**src/rtl/div_unit.sv**
```systemverilog
// Iterative restoring divider (DIV/DIVU): 33 cycles from start to done, or 2 with DIV_ZERO_FAST_EN.
// Holds the pipeline via combinational stall_req while busy; annul aborts an operation in flight.
module div_unit #(
    parameter int DATA_W = 32
) (
    input  logic              clk,
    input  logic              rst_n,
    input  logic              start,
    input  logic              signed_op,
    input  logic              annul,
    input  logic [DATA_W-1:0] dividend,
    input  logic [DATA_W-1:0] divisor,
    output logic              stall_req,
    output logic              done,
    output logic [DATA_W-1:0] quotient,
    output logic [DATA_W-1:0] remainder,
    output logic              div_by_zero
);

    localparam int CNT_W = $clog2(DATA_W);

    typedef enum logic [1:0] {IDLE, ZERO, RUN, DONE} state_t;

    state_t            state, state_nxt;
    logic [CNT_W-1:0]  cnt;
    logic [DATA_W-1:0] rem_r, quo_r, dvs_mag, dvd_raw;
    logic              neg_q, neg_r, dvs_zero;
    logic              accept, finish;
    logic [DATA_W-1:0] dvd_abs, dvs_abs;
    logic [DATA_W:0]   trial;
    logic              ge;
    logic [DATA_W-1:0] rem_step, quo_step, q_res, r_res;

    always_ff @(posedge clk) begin
        if (!rst_n) state <= IDLE;
        else        state <= state_nxt;
    end

    always_comb begin
        state_nxt = state;
        stall_req = 1'b0;
        accept    = 1'b0;
        case (state)
            IDLE: begin
                if (start && !annul) begin
                    accept    = 1'b1;
                    stall_req = 1'b1;
`ifdef DIV_ZERO_FAST_EN
                    state_nxt = (divisor == '0) ? ZERO : RUN;
`else
                    state_nxt = RUN;
`endif
                end
            end
`ifdef DIV_ZERO_FAST_EN
            ZERO: begin
                stall_req = 1'b1;
                state_nxt = annul ? IDLE : DONE;
            end
`endif
            RUN: begin
                stall_req = 1'b1;
                if (annul)                           state_nxt = IDLE;
                else if (cnt == CNT_W'(DATA_W - 1))  state_nxt = DONE;
            end
            DONE:    state_nxt = IDLE;
            default: state_nxt = IDLE;
        endcase
        if (!rst_n) stall_req = 1'b0;
    end

    assign finish = (state_nxt == DONE);

    assign dvd_abs = (signed_op && dividend[DATA_W-1]) ? -dividend : dividend;
    assign dvs_abs = (signed_op && divisor[DATA_W-1])  ? -divisor  : divisor;

    // Partial remainder is always below the divisor, so a set top bit of the
    // shifted value guarantees the subtract fits and the result fits DATA_W bits.
    always_comb begin
        trial = {rem_r, quo_r[DATA_W-1]};
        ge    = trial[DATA_W] || (trial[DATA_W-1:0] >= dvs_mag);
        if (ge) begin
            rem_step = trial[DATA_W-1:0] - dvs_mag;
            quo_step = {quo_r[DATA_W-2:0], 1'b1};
        end else begin
            rem_step = trial[DATA_W-1:0];
            quo_step = {quo_r[DATA_W-2:0], 1'b0};
        end
        q_res = dvs_zero ? '1      : (neg_q ? -quo_step : quo_step);
        r_res = dvs_zero ? dvd_raw : (neg_r ? -rem_step : rem_step);
    end

    always_ff @(posedge clk) begin
        if (!rst_n) begin
            cnt         <= '0;
            done        <= 1'b0;
            div_by_zero <= 1'b0;
            quotient    <= '0;
            remainder   <= '0;
            rem_r       <= '0;
            quo_r       <= '0;
            dvs_mag     <= '0;
            dvd_raw     <= '0;
            neg_q       <= 1'b0;
            neg_r       <= 1'b0;
            dvs_zero    <= 1'b0;
        end else begin
            done <= finish;
            if (accept) begin
                cnt      <= '0;
                rem_r    <= '0;
                quo_r    <= dvd_abs;
                dvs_mag  <= dvs_abs;
                dvd_raw  <= dividend;
                neg_q    <= signed_op && (dividend[DATA_W-1] ^ divisor[DATA_W-1]);
                neg_r    <= signed_op && dividend[DATA_W-1];
                dvs_zero <= (divisor == '0);
            end else if (state == RUN) begin
                cnt   <= cnt + 1'b1;
                rem_r <= rem_step;
                quo_r <= quo_step;
            end
            if (finish) begin
                quotient    <= q_res;
                remainder   <= r_res;
                div_by_zero <= dvs_zero;
            end
        end
    end

endmodule

```
**config.mk**
```make
export PLATFORM = sky130hd
export DESIGN_NAME = div_unit
export DESIGN_NICKNAME = d
export VERILOG_FILES = /design/src/rtl/div_unit.sv
export SDC_FILE = /design/constraint.sdc
export NUM_CORES = 1
export LEC_CHECK = 0
export CORE_MARGIN = 4
export CORE_UTILIZATION = 25
export CTS_BUF_LIST = sky130_fd_sc_hd__clkbuf_8
export DETAILED_ROUTE_END_ITERATION = 12
export SLEW_MARGIN = 0
export SYNTH_ARGS = -nofsm -noshare
export SYNTH_HDL_FRONTEND = slang
export SYNTH_SLANG_ARGS = --single-unit
export TNS_END_PERCENT = 1
```
**constraint.sdc**
```tcl
create_clock -name clk -period 6.1 [get_ports clk]
set_input_delay 1.83 -clock clk [delete_from_list [all_inputs] [get_ports clk]]
set_output_delay 1.83 -clock clk [all_outputs]
set_load 0.01 [all_outputs]
```
==> results.py <==
metrics = {
    "outcome": {
        "outcome": "finished clean",
    },
    "clocking": {
        "clk_pin_slew_ns": 0.05,
        "hold_buffers": 0,
        "cts_setup_buffers": 0,
        "clk_path_buf_depth": 3,
        "clock_latency_ns": 0.58,
        "clock_sinks": 204,
        "cts_tree": "done",
        "h-tree-depth": 2,
        "numCtsBuffers": 38,
        "cts-resized-gates": 0,
        "cts_root_buf": "clkbuf_8",
    },
    "yosys": {
        "netlist_instances": 1735,
        "synth_top_area_frac": 0.305,
        "synthArstFlopShare": 0,
        "netlist_area_um2": 13400,
        "ys.flop_type": "dfxtp_1",
        "synth_common_cells": "nand2_1 (289), dfxtp_1 (204), nor2_1 (129)",
        "yosysWarnings": 0,
        "yosysTopAreaCell": "dfxtp_1",
        "synth_edf_count": 0,
        "synth.most_common_cell": "nand2_1",
        "ys_types": 85,
        "yosys-top-cells-area": "dfxtp_1 (31%), nand2_1 (8.1%), xnor2_1 (4.6%)",
        "ys_ff_latch": 204,
        "avgSynthCellArea_um2": 7.71,
        "syn_nets": 1843,
        "ys_seq_area_frac": 0.305,
    },
    "power_and_ir_drop": {
        "power_leakage_uw": 0.00630,
        "p_sw_frac": 0.363,
        "p_comb_frac": 0.334,
        "max-vdd-ir-drop_mv": 0.110,
        "switchingPower_uw": 1540,
        "p_int_uw": 2700,
        "pwr-share-seq": 0.341,
        "clkPwrFrac": 0.325,
        "p_per_area_nw_per_um2": 264,
    },
    "detailed_routing": {
        "drtIter0Drc": 805,
        "wl_um": 43800,
        "dr.pass1.iters": 5,
        "vias": 12917,
        "wl_per_cell_um": 17.3,
        "ant_nets": 0,
        "drc_errors": 0,
        "avgViaCountPerCell": 5.12,
    },
    "die": {
        "initial_utilization": 0.254,
        "fp.dieH_um": 239,
        "placementRows": 84,
        "ios": 136,
        "die_w_um": 239,
        "dieArea_um2": 57300,
        "coreArea_um2": 52800,
    },
    "timing": {
        "slew_headroom": 0.304,
        "max_slew.worst_pin.slew_ns": 1.02,
        "fmax_mhz": 180,
        "rsz0062_at_grt": "no",
        "finClkSkew_ns": 0.0293,
        "setup_viol": 0,
        "hold_slack_ns": 0.460,
        "tns_ns": 0,
        "period_share": 0.910,
        "layout_setup_ws_ns": 0.547,
        "period_minus_slack_ns": 5.55,
        "slew_violations": 0,
        "hold_viol_final": 0,
    },
    "final_layout": {
        "multiInputGateArea_um2": 8590,
        "area_growth_syn_to_layout_pct": 19.8,
        "fin_cells": 2525,
        "fin_nets": 1920,
        "seqCellArea_um2": 4090,
        "fillers": 5669,
        "drive_above_1_share": 0.0648,
    },
    "global_routing": {
        "globalRouteTotalUtil": 0.149,
        "grt_pass1_vias": 12486,
        "grt_pass1_wl_um": 69000,
        "gr-total-overflow": 0,
        "grt_max_degree": 109,
        "antenna_found_initial": 2,
    },
    "placed_design": {
        "port_buffers": 135,
        "hpwl_um": 32800,
        "post-place-ws_ns": 0.525,
        "gp_congestion": 0.869,
        "dp_cells": 2460,
    },
    "setup_path": {
        "worstSetupStartpointType": "input port",
        "worstPathMaxFanout": 3,
        "crit_type": "in -> out",
        "arrival_ns": 3.72,
        "cp-end-kind": "output port",
        "worst_path_max_delay_cell": "clkdlybuf4s50_1",
        "slowest_delay_ns": 0.57,
        "required_ns": 4.27,
        "path_cells": "clkdlybuf4s50_1 > nor4b_2 > nor2_1 > nor2_1 > clkdlybuf4s50_1",
    },
    "hold_path": {
        "hp-class": "reg -> reg",
    },
    "run": {
        "drv_cap": 0,
    },
}
kinds of logic after synthesis:
| group | count (synthesis) | share of synthesized area |
|---|---|---|
| buffers and inverters | 178 | 0.0548 |
| xor gates and xnor gates | 131 | 0.0857 |
| AOI/OAI and AO/OA | 522 | 0.278 |
| adders and majority gates | 39 | 0.0370 |
| DFF | 204 | 0.305 |
| muxes | 21 | 0.0165 |
| and+or+nand+nor | 640 | 0.222 |
power groups by stage:
stage | logic, uW | registers, uW | clock network, uW
finish | 1410 | 1440 | 1380
global route | 1570 | 1450 | 1480
CTS | 1410 | 1440 | 1420
detailed placement | 1410 | 1470 | 0
global placement | 1390 | 1470 | 0
floorplan | 1070 | 1450 | 0
sequential cells by signal, indices dropped and copies added (netlist names):
name and cells:
div_by_zero 1, dvd_raw 32, neg_r 1, neg_q 1
done 1, dvs_mag 32, state 2, quotient 32
dvs_zero 1, rem_r 32, remainder 32, quo_r 32
cnt 5
layout by cell type (no fill, tap or decap), types with 31 or more instances in the layout:
master,n
o211a_1,49
nor3_1,41
dfxtp_1,203
nand3_1,37
o21ai_0,102
a21oi_1,99
o31ai_1,31
a211oi_1,37
nor2_1,128
xnor2_1,71
ha_1,38
nand2_1,289
inv_1,67
xor2_1,60
a21boi_0,44
clkbuf_8,50
clkdlybuf4s50_1,134
path summary, 6_finish.rpt:
| check | startpoint | endpoint | slack [ns] | cells after the start |
|---|---|---|---|---|
| max reg2reg | rem_r[24] | remainder[30] | 0.65 | 16 |
| max | annul | stall_req | 0.55 | 5 |
| min | dvd_raw[21] | dvd_raw[21] | 0.46 | 2 |
| min reg2reg | dvd_raw[21] | dvd_raw[21] | 0.46 | 2 |
final cells by class:
cell class | count | share of cell area
tap | 688 | 0.0537
timing repair buffer | 155 | 0.0935
clock buffer | 50 | 0.0429
antenna | 1 | 0.000156
clock inverter | 14 | 0.00523
inverter | 60 | 0.0140
sequential | 204 | 0.255
multi-input combinational | 1353 | 0.536
layer usage:
| metal | vias up | wire length, um | track usage |
|---|---|---|---|
| met5 | - | 12 | 0 |
| met4 | 2 | 1080 | 0.0436 |
| met3 | 70 | 2100 | 0.0261 |
| met2 | 280 | 21000 | 0.252 |
| met1 | 6178 | 19600 | 0.195 |
| li1 | 6387 | - | - |
stage by stage:
step	total power [uW]	util	cell area, um2
floorplan	2520	-	13400
global placement	2860	0.289	15300
detailed placement	2880	0.289	15300
CTS	4280	0.304	16000
global route	4500	0.304	16000
finish	4230	0.304	16000
critical path, delay by kind of cell:
kind	cells	cell delay (ns)
buffers and inverters	2	1.04
AND/OR/NAND/NOR	3	0.85
Note: power is estimated with default switching activity, not from simulation.
